[src/rtl/aes_key_schedule_ctrl.sv]
// aes_key_schedule_ctrl
//
// Sequencer and round-key store wrapped around an external KeyExpansion
// block.
//
// On an accepted start the cipher key becomes round key 0. KeyExpansion is
// then stepped through rounds 1..NR. Each returned round key is stored and
// also fed back as the input for the next round. All NR+1 keys stay in
// storage, and a registered read port serves them to the round datapath.
//
// Ports:
//   clk_i           system clock, rising edge
//   rst_ni          asynchronous active-low reset
//   start_i         request expansion of cipher_key_i (honoured in IDLE/DONE only)
//   cipher_key_i    128-bit AES key, row-major state layout (bits 0..31 = row 0)
//   busy_o          high while an expansion is in progress
//   done_o          one-cycle pulse once round key NR has been stored
//   keys_valid_o    high while every stored key belongs to the last accepted key
//   ke_keyInit_o    round index driven to KeyExpansion
//   ke_key_o        previous round key driven to KeyExpansion
//   ke_roundKey_i   round key returned by KeyExpansion
//   rd_idx_i        index of the round key to read (0..NR, larger reads 0)
//   rd_key_o        registered read data, one cycle after rd_idx_i
module aes_key_schedule_ctrl #(
    parameter int KE_LATENCY = 1,
    parameter int NR         = 10
) (
    input  logic         clk_i,
    input  logic         rst_ni,
    input  logic         start_i,
    input  logic [0:127] cipher_key_i,
    output logic         busy_o,
    output logic         done_o,
    output logic         keys_valid_o,
    output logic [0:3]   ke_keyInit_o,
    output logic [0:127] ke_key_o,
    input  logic [0:127] ke_roundKey_i,
    input  logic [3:0]   rd_idx_i,
    output logic [0:127] rd_key_o
);

    typedef enum logic [1:0] {
        IDLE = 2'd0,
        RUN  = 2'd1,
        DONE = 2'd2
    } state_t;

    localparam logic [2:0] LAT   = 3'(KE_LATENCY);
    localparam logic [3:0] LAST  = 4'(NR);

    state_t         state_q;
    logic [0:127]   rk_q [0:NR];
    logic [3:0]     r_q;
    logic [2:0]     cnt_q;
    logic           busy_q;
    logic           done_q;
    logic           keys_valid_q;
    logic [0:3]     ke_keyInit_q;
    logic [0:127]   ke_key_q;
    logic [0:127]   rd_key_q;
    logic [0:127]   rd_key_d;

    // Read mux: indices beyond the last round key read as zero.
    always_comb begin
        rd_key_d = '0;
        if (rd_idx_i <= LAST) begin
            rd_key_d = rk_q[rd_idx_i];
        end
    end

    // Controller, key store and all registered outputs.
    //
    // The KeyExpansion inputs are registered. They change on the same edge
    // that advances r_q, so the external block sees stable inputs for the
    // whole round. Outside RUN they fall back to the pass-through round:
    // keyInit = 0 and key = rk[0].
    always_ff @(posedge clk_i or negedge rst_ni) begin
        if (!rst_ni) begin
            state_q      <= IDLE;
            r_q          <= '0;
            cnt_q        <= '0;
            busy_q       <= 1'b0;
            done_q       <= 1'b0;
            keys_valid_q <= 1'b0;
            ke_keyInit_q <= '0;
            ke_key_q     <= '0;
            rd_key_q     <= '0;
            for (int i = 0; i <= NR; i++) begin
                rk_q[i] <= '0;
            end
        end else begin
            done_q   <= 1'b0;
            rd_key_q <= rd_key_d;
            case (state_q)
                IDLE, DONE: begin
                    if (start_i) begin
                        rk_q[0]      <= cipher_key_i;
                        r_q          <= 4'd1;
                        cnt_q        <= '0;
                        keys_valid_q <= 1'b0;
                        busy_q       <= 1'b1;
                        ke_keyInit_q <= 4'd1;
                        ke_key_q     <= cipher_key_i;
                        state_q      <= RUN;
                    end else begin
                        ke_keyInit_q <= '0;
                        ke_key_q     <= rk_q[0];
                    end
                end
                RUN: begin
                    if (cnt_q != LAT) begin
                        cnt_q <= cnt_q + 3'd1;
                    end else begin
                        // KeyExpansion output has settled for this round.
                        cnt_q     <= '0;
                        rk_q[r_q] <= ke_roundKey_i;
                        if (r_q != LAST) begin
                            r_q          <= r_q + 4'd1;
                            ke_keyInit_q <= r_q + 4'd1;
                            ke_key_q     <= ke_roundKey_i;
                        end else begin
                            state_q      <= DONE;
                            busy_q       <= 1'b0;
                            done_q       <= 1'b1;
                            keys_valid_q <= 1'b1;
                            ke_keyInit_q <= '0;
                            ke_key_q     <= rk_q[0];
                        end
                    end
                end
                default: begin
                    state_q <= IDLE;
                end
            endcase
        end
    end

    assign busy_o       = busy_q;
    assign done_o       = done_q;
    assign keys_valid_o = keys_valid_q;
    assign ke_keyInit_o = ke_keyInit_q;
    assign ke_key_o     = ke_key_q;
    assign rd_key_o     = rd_key_q;

endmodule

[config.mk]
export PLATFORM = sky130hd
export DESIGN_NAME = aes_key_schedule_ctrl
export DESIGN_NICKNAME = d
export VERILOG_FILES = /design/src/rtl/aes_key_schedule_ctrl.sv
export SDC_FILE = /design/constraint.sdc
export NUM_CORES = 2
export LEC_CHECK = 0
export CELL_PAD_IN_SITES_DETAIL_PLACEMENT = 1
export CELL_PAD_IN_SITES_GLOBAL_PLACEMENT = 1
export CORE_ASPECT_RATIO = 1.25
export CORE_MARGIN = 2
export CORE_UTILIZATION = 49
export DETAILED_ROUTE_END_ITERATION = 12
export PLACE_DENSITY = 0.82
export SETUP_SLACK_MARGIN = 0.2
export SLEW_MARGIN = 30
export SYNTH_ARGS = -nofsm -noshare
export SYNTH_HDL_FRONTEND = slang
export SYNTH_SLANG_ARGS = --single-unit
[constraint.sdc]
create_clock -name clk_i -period 2.8 [get_ports clk_i]
set_clock_uncertainty 0.15 [all_clocks]
set_input_delay 0.7 -clock clk_i [delete_from_list [all_inputs] [get_ports clk_i]]
set_output_delay 0.7 -clock clk_i [all_outputs]
set_load 0.02 [all_outputs]
==> After elaboration in Yosys (flattened, before gate mapping) <==
Cells that the tools add are included.
{ "word_totals": {"regBits": 1680, "input_bits": 263, "output_inout_bits": 263, "elab_cells": 86} }
{ "op_classes": {"n_addsub": 2, "magnitude_cmp": 4, "n_eq_ne": 8, "mux": 39, "bitwise_logic": 3, "n_reduce_logical": 10} }
{ "op_table": {"columns": ["operator", "n"], "rows": [
  ["bitwise mux 1408 bit", 1],
  ["two-way mux 1408 bit", 1],
  ["two-way mux 128 bit", 7],
  ["binary-select mux 128 bit (select 4 bit)", 1],
  ["demux 128 bit (select 4 bit)", 1],
  ["case mux 128 bit (2 select lines)", 2],
  ["two-way mux 4 bit", 5],
  ["case mux 4 bit (2 select lines)", 2],
  [">= comparator 5 bit (second input constant)", 2],
  ["two-way mux 1 bit", 10],
  ["inverter 4 -> 5 bit", 2],
  ["!= test 2 bit (second input constant)", 4],
  ["AND reduction 4 bit", 2],
  ["two-way mux 2 bit", 3],
  ["two-way mux 3 bit", 2],
  ["case mux 3 bit (2 select lines)", 1],
  ["AND reduction 2 bit", 3],
  ["< comparator 5 x 1 -> 1 bit (second input constant)", 1],
  ["adder 4 x 1 -> 4 bit (second input constant)", 1],
  ["less-or-equal comparator 4 bit (second input constant)", 1],
  ["!= test 4 bit (second input constant)", 1],
  ["case mux 1 bit (2 select lines)", 2],
  ["case mux 2 bit (2 select lines)", 1],
  ["adder 3 x 1 -> 3 bit (second input constant)", 1],
  ["other kinds (9)", 9]
]} }

==> Logic depth before layout (Yosys ltp) <==
{ "logic_depth": {"depth_word": 8, "depth_mapped": 9, "depth_no_buf": 6} }

==> Worst setup path after synthesis <==
Ideal clock, no wire load.
{ "synth_timing": {"path_kind": "input to register", "start": "input rd_idx_i[0]", "end": "register rd_key_q, in the netlist rd_key_o[10]", "setup_ns": 0.133, "t_arrival_ns": 2.323, "t_required_ns": 2.517, "path_slack_ns": 0.194, "stages": 6, "n_path_buf": 3, "path_cell_list": "buf_2 > buf_2 > buf_1 > mux4_2 > o21ai_0 > o21ai_0"} }
{ "synth_via": {"elab_chain_len": 5, "elab_cells_between_ends": 6, "classes_between": "1 x order compare; 4 x mux; 1 x bitwise"} }
{ "synth_rtl": {"columns": ["item", "line_no", "rtl"], "rows": [
  ["start: declaration", "38", "input logic [3:0] rd_idx_i,"],
  ["inverter 4 -> 5 bit (not written as such)", "67", "rd_key_d = rk_q[rd_idx_i];"],
  ["binary-select mux 128 bit (select 4 bit)", "67", null],
  ["two-way mux 128 bit (not written as such) (2 in a row)", "67", null],
  ["two-way mux 128 bit (*)", "66", "if (rd_idx_i <= LAST) begin"],
  ["via rd_key_d (one bit)", "61", "logic [0:127] rd_key_d;"],
  ["end signal: assignment", "93", "rd_key_q <= rd_key_d;"],
  ["end: declaration", "60", "logic [0:127] rd_key_q;"]
]} }
Mark *: on every way through the listed nets, which the timed path passes. The rest lies on a longest branch. The select of a mux whose other input is x is not followed.
A chain may end at the register's enable or synchronous reset.

==> Final worst setup path <==
{ "layout_timing": {"start": "register cnt_q[0]", "end": "register rk_q[1189] in the netlist's numbering"} }
{ "layout_via": {"elab_chain_len": 3} }
{ "layout_rtl": {"columns": ["item", "line_no", "rtl"], "rows": [
  ["start: declaration", "54", "logic [2:0] cnt_q;"],
  ["start signal: assignment", "112", "cnt_q <= cnt_q + 3'd1;"],
  ["!= test 3 x 1 -> 1 bit", "111", "if (cnt_q != LAT) begin"],
  ["inverter 1 bit (no line)", null, null],
  ["AND reduction 2 bit (no line)", null, null],
  ["end signal: indexed assignment", "116", "rk_q[r_q] <= ke_roundKey_i;"],
  ["end: declaration", "52", "logic [0:127] rk_q [0:NR];"]
]} }
Every way passes these cells.

==> results by group <==
Timing
  • Part of the cycle the worst path needs: 0.9369
  • Unrepaired setup endpoints after global routing: yes
  • Worst slew pin tran: 969.7 ps
  • Final slew viol count: 0
  • Rel. slew slack: 0.3536
  • Final hold vios: 0
  • Worst hold margin: 285.9 ps
  • Max Clock Freq: 381.2 MHz
  • Final setup fails: 0
  • Post-layout minimum cycle time: 2623 ps
  • Sum Neg Setup Slack: 0 ps

Route
  • Routed Antenna Nets: 0
  • Vias per cell: 6.371
  • WL per Instance: 30.97 um
  • DRC: 0
  • Post-Route WL: 263.1 mm
  • 1st-iter DRT viols: 4297
  • Routed via count: 54120
  • Pre-antenna DRT Iters: 6

Synthesis
  • Most common cell in the synthesized netlist: dfrtp_1
  • Synth top area cells: dfrtp_1 54%, mux2_2 22%, mux2i_1 5.0%, mux4_2 3.7%, o21ai_0 2.5%
  • Cell area after synthesis: 77150 um2
  • Synthesized area per cell: 12.98 um2
  • Net Count, Synth: 6211
  • Post-Synthesis Cells: 5944
  • Post-synth EDFFs: 0
  • Yosys warns: 0
  • Synth cell types: 38
  • Yosys top cell by area: dfrtp_1
  • Ys async rst share: 1.000
  • Most common flop cell mapped by yosys: dfrtp_1
  • Sequential share of the synthesized area: 0.5449
  • Seq cells post-synth: 1680
  • Synth top area share: 0.5449
  • Most frequent cells after synthesis: 1680 x dfrtp_1, 1536 x mux2_2, 393 x nor2_1, 389 x o21ai_0, 384 x mux2i_1

Clocking
  • Root buffer cell: clkbuf_16
  • CTS H-tree lvls: 4
  • Buffer depth of the longest clock path: 3
  • Clock slew at reported path FFs: 60 ps
  • CTS tree: built
  • Sinks on Clock Net: 1680
  • Cts bufs inserted: 167
  • Clk Latency, worst-skew pair: 830 ps

Pwr
  • Power Density: 1125 nW/um2
  • Switching power: 0.03631 W
  • Cell Int Power: 0.06588 W
  • Seq pwr share: 0.434
  • Leakage: 39.21 nW
  • Combinational power share: 0.343
  • Maximum vdd drop: 0.7336 mV
  • Power share of the clock group: 0.224
  • Switch share: 0.3553

Global routing
  • Number of global-route vias before repair: 60700
  • Antenna violations before repair: 30
  • First-pass GRT wire length: 394.1 mm
  • Total gr overflow: 0
  • Largest net degree at the start of global routing: 131
  • All-Layer GR Usage: 0.3255

Setup path
  • Worst path arrival time: 3170 ps
  • Critical path type: flip-flop to flip-flop
  • CP Launch Type: flip-flop
  • Worst setup EP type: flip-flop
  • Max FO, Critical Path: 69
  • Cell Chain, Critical Path: or3b_1 -> nor2_4 -> buf_4 -> nand3_4 -> buf_12 -> mux2_2
  • CP peak stage delay: 490 ps
  • CP max stage cell: or3b_1
  • Req. time, crit path: 3340 ps

Floorplan
  • Initial core utilization: 0.4943
  • Rows: 162
  • Chip Width: 358.9 um
  • Die area: 160700 um2
  • Core Area: 156100 um2
  • Io pins: 526
  • Vert. Die Dim: 447.6 um

Layout
  • Share of layout cells above drive strength 1: 0.3431
  • Final Cell Area: 90840 um2
  • Post-layout util: 0.5821
  • # nets final: 6557
  • Synth-to-Final Area Change: 17.75%

Place
  • Dpl hpwl: 160.4 mm
  • Placed cell area: 85490 um2
  • Port bufs: 525
  • RePlAce Congestion: 0.8371

Run
  • Number of max-cap violations: 0

Status
  • Status: finished, final reports clean

Hold path
  • Hold Crit Class: input port to flip-flop
==> routing by layer <==
metal  wire length, um  track usage
met1            103100       0.3986
met2            131300       0.5570
met3             15640      0.05316
met4             12980       0.1686
met5                59            0
==> area by class of cell <==
class	instances	area (um2)
antenna	24	60.06
clock buffer	254	4972
clock inverter	46	499.2
fill	15010	65230
inverter	9	43.79
multi-input combinational	3668	32400
sequential	1680	42050
tap	2050	2565
timing repair buffer	764	8257
==> flip-flops by register name, summed over array words and instances, names as in the netlist <==
signal        count
busy_o            1
ke_key_o        128
state_q           2
cnt_q             3
r_q               4
rd_key_o        128
rk_q           1408
done_o            1
keys_valid_o      1
ke_keyInit_o      4
==> placed cells by master, fill, tap and decap left out, types with 3 or more instances in the layout <==
master           count
bufinv_16            8
a31oi_1            256
clkinv_2            23
buf_16               4
buf_6                5
clkbuf_1            46
nand2_1            266
nor2_1             392
clkdlybuf4s15_1      3
buf_12             112
nand3_1              4
clkinvlp_4           5
inv_1                5
nor2b_4              3
o21ai_0            389
mux2i_1            384
buf_4              119
mux2_2            1536
mux4_2             128
nand3_4              6
dfrtp_1           1671
a221oi_1           128
clkdlybuf4s50_1    257
a21oi_1            142
nand2_4              5
diode_2             24
clkdlybuf4s15_2      4
inv_6                9
dfrtp_2              9
clkbuf_16          173
clkbuf_8            36
dlygate4sd2_1      256
==> power by group through the flow <==
stage | logic [W] | clock network, W | registers, W
2_1_floorplan | 0.0218 | 0 | 0.0423
3_3_place_gp | 0.0330 | 0 | 0.0427
3_5_place_dp | 0.0349 | 0 | 0.0439
4_1_cts | 0.0348 | 0.0231 | 0.0439
5_1_grt | 0.0375 | 0.0240 | 0.0452
6_report | 0.0350 | 0.0229 | 0.0443
==> critical path, delay by kind of cell, from the launching register on <==
kind / cells / cell delay, ps
and+or+nand+nor: 3 / 830
buffers and inverters: 2 / 450
DFF: 1 / 430
muxes: 1 / 430
==> final timing paths <==
kind,to,from,slack [ps],cells after the start
setup / recovery,rk_q[1189],cnt_q[0],180,6
hold / removal,rd_key_o[110],rd_idx_i[3],290,4
setup reg to reg,rk_q[1189],cnt_q[0],180,6
hold reg to reg,rk_q[635],rk_q[635],350,1
max in group asynchronous,rk_q[715],rst_ni,1090,4
min in group asynchronous,rk_q[254],rst_ni,310,2
==> through the flow <==
step / setup WS (ps) / total power (W) / instances
finish: 176.6 / 0.1022 / 8495
global route: 164.5 / 0.1068 / 8489
CTS: 202.5 / 0.1019 / 8469
detailed placement: -104.8 / 0.07886 / 8165
global placement: -74.94 / 0.07565 / 8165
floorplan: 364.1 / 0.06408 / 5944
==> what timing repair did <==
item / CTS / global route
pin swaps: 1 / 2
gates resized for setup: 285 / 9
setup buffers: 2 / 1
hold buffers: 1 / 0
endpoints found under the setup margin: 270 / 360
cloned: 1 / 1
endpoints found under the hold margin: 43 / 0
==> kinds of logic after synthesis <==
logic type	Yosys count	synth area share
AND/OR/NAND/NOR	693	0.03493
AO/OA/AOI/OAI	921	0.07032
buffers and inverters	596	0.03759
multiplexers	2048	0.3114
adder cells (fa/ha/maj)	4	0.0006487
flip-flops	1680	0.5449
XOR/XNOR	2	0.0002271
Note: power is estimated with default switching activity, not from simulation.
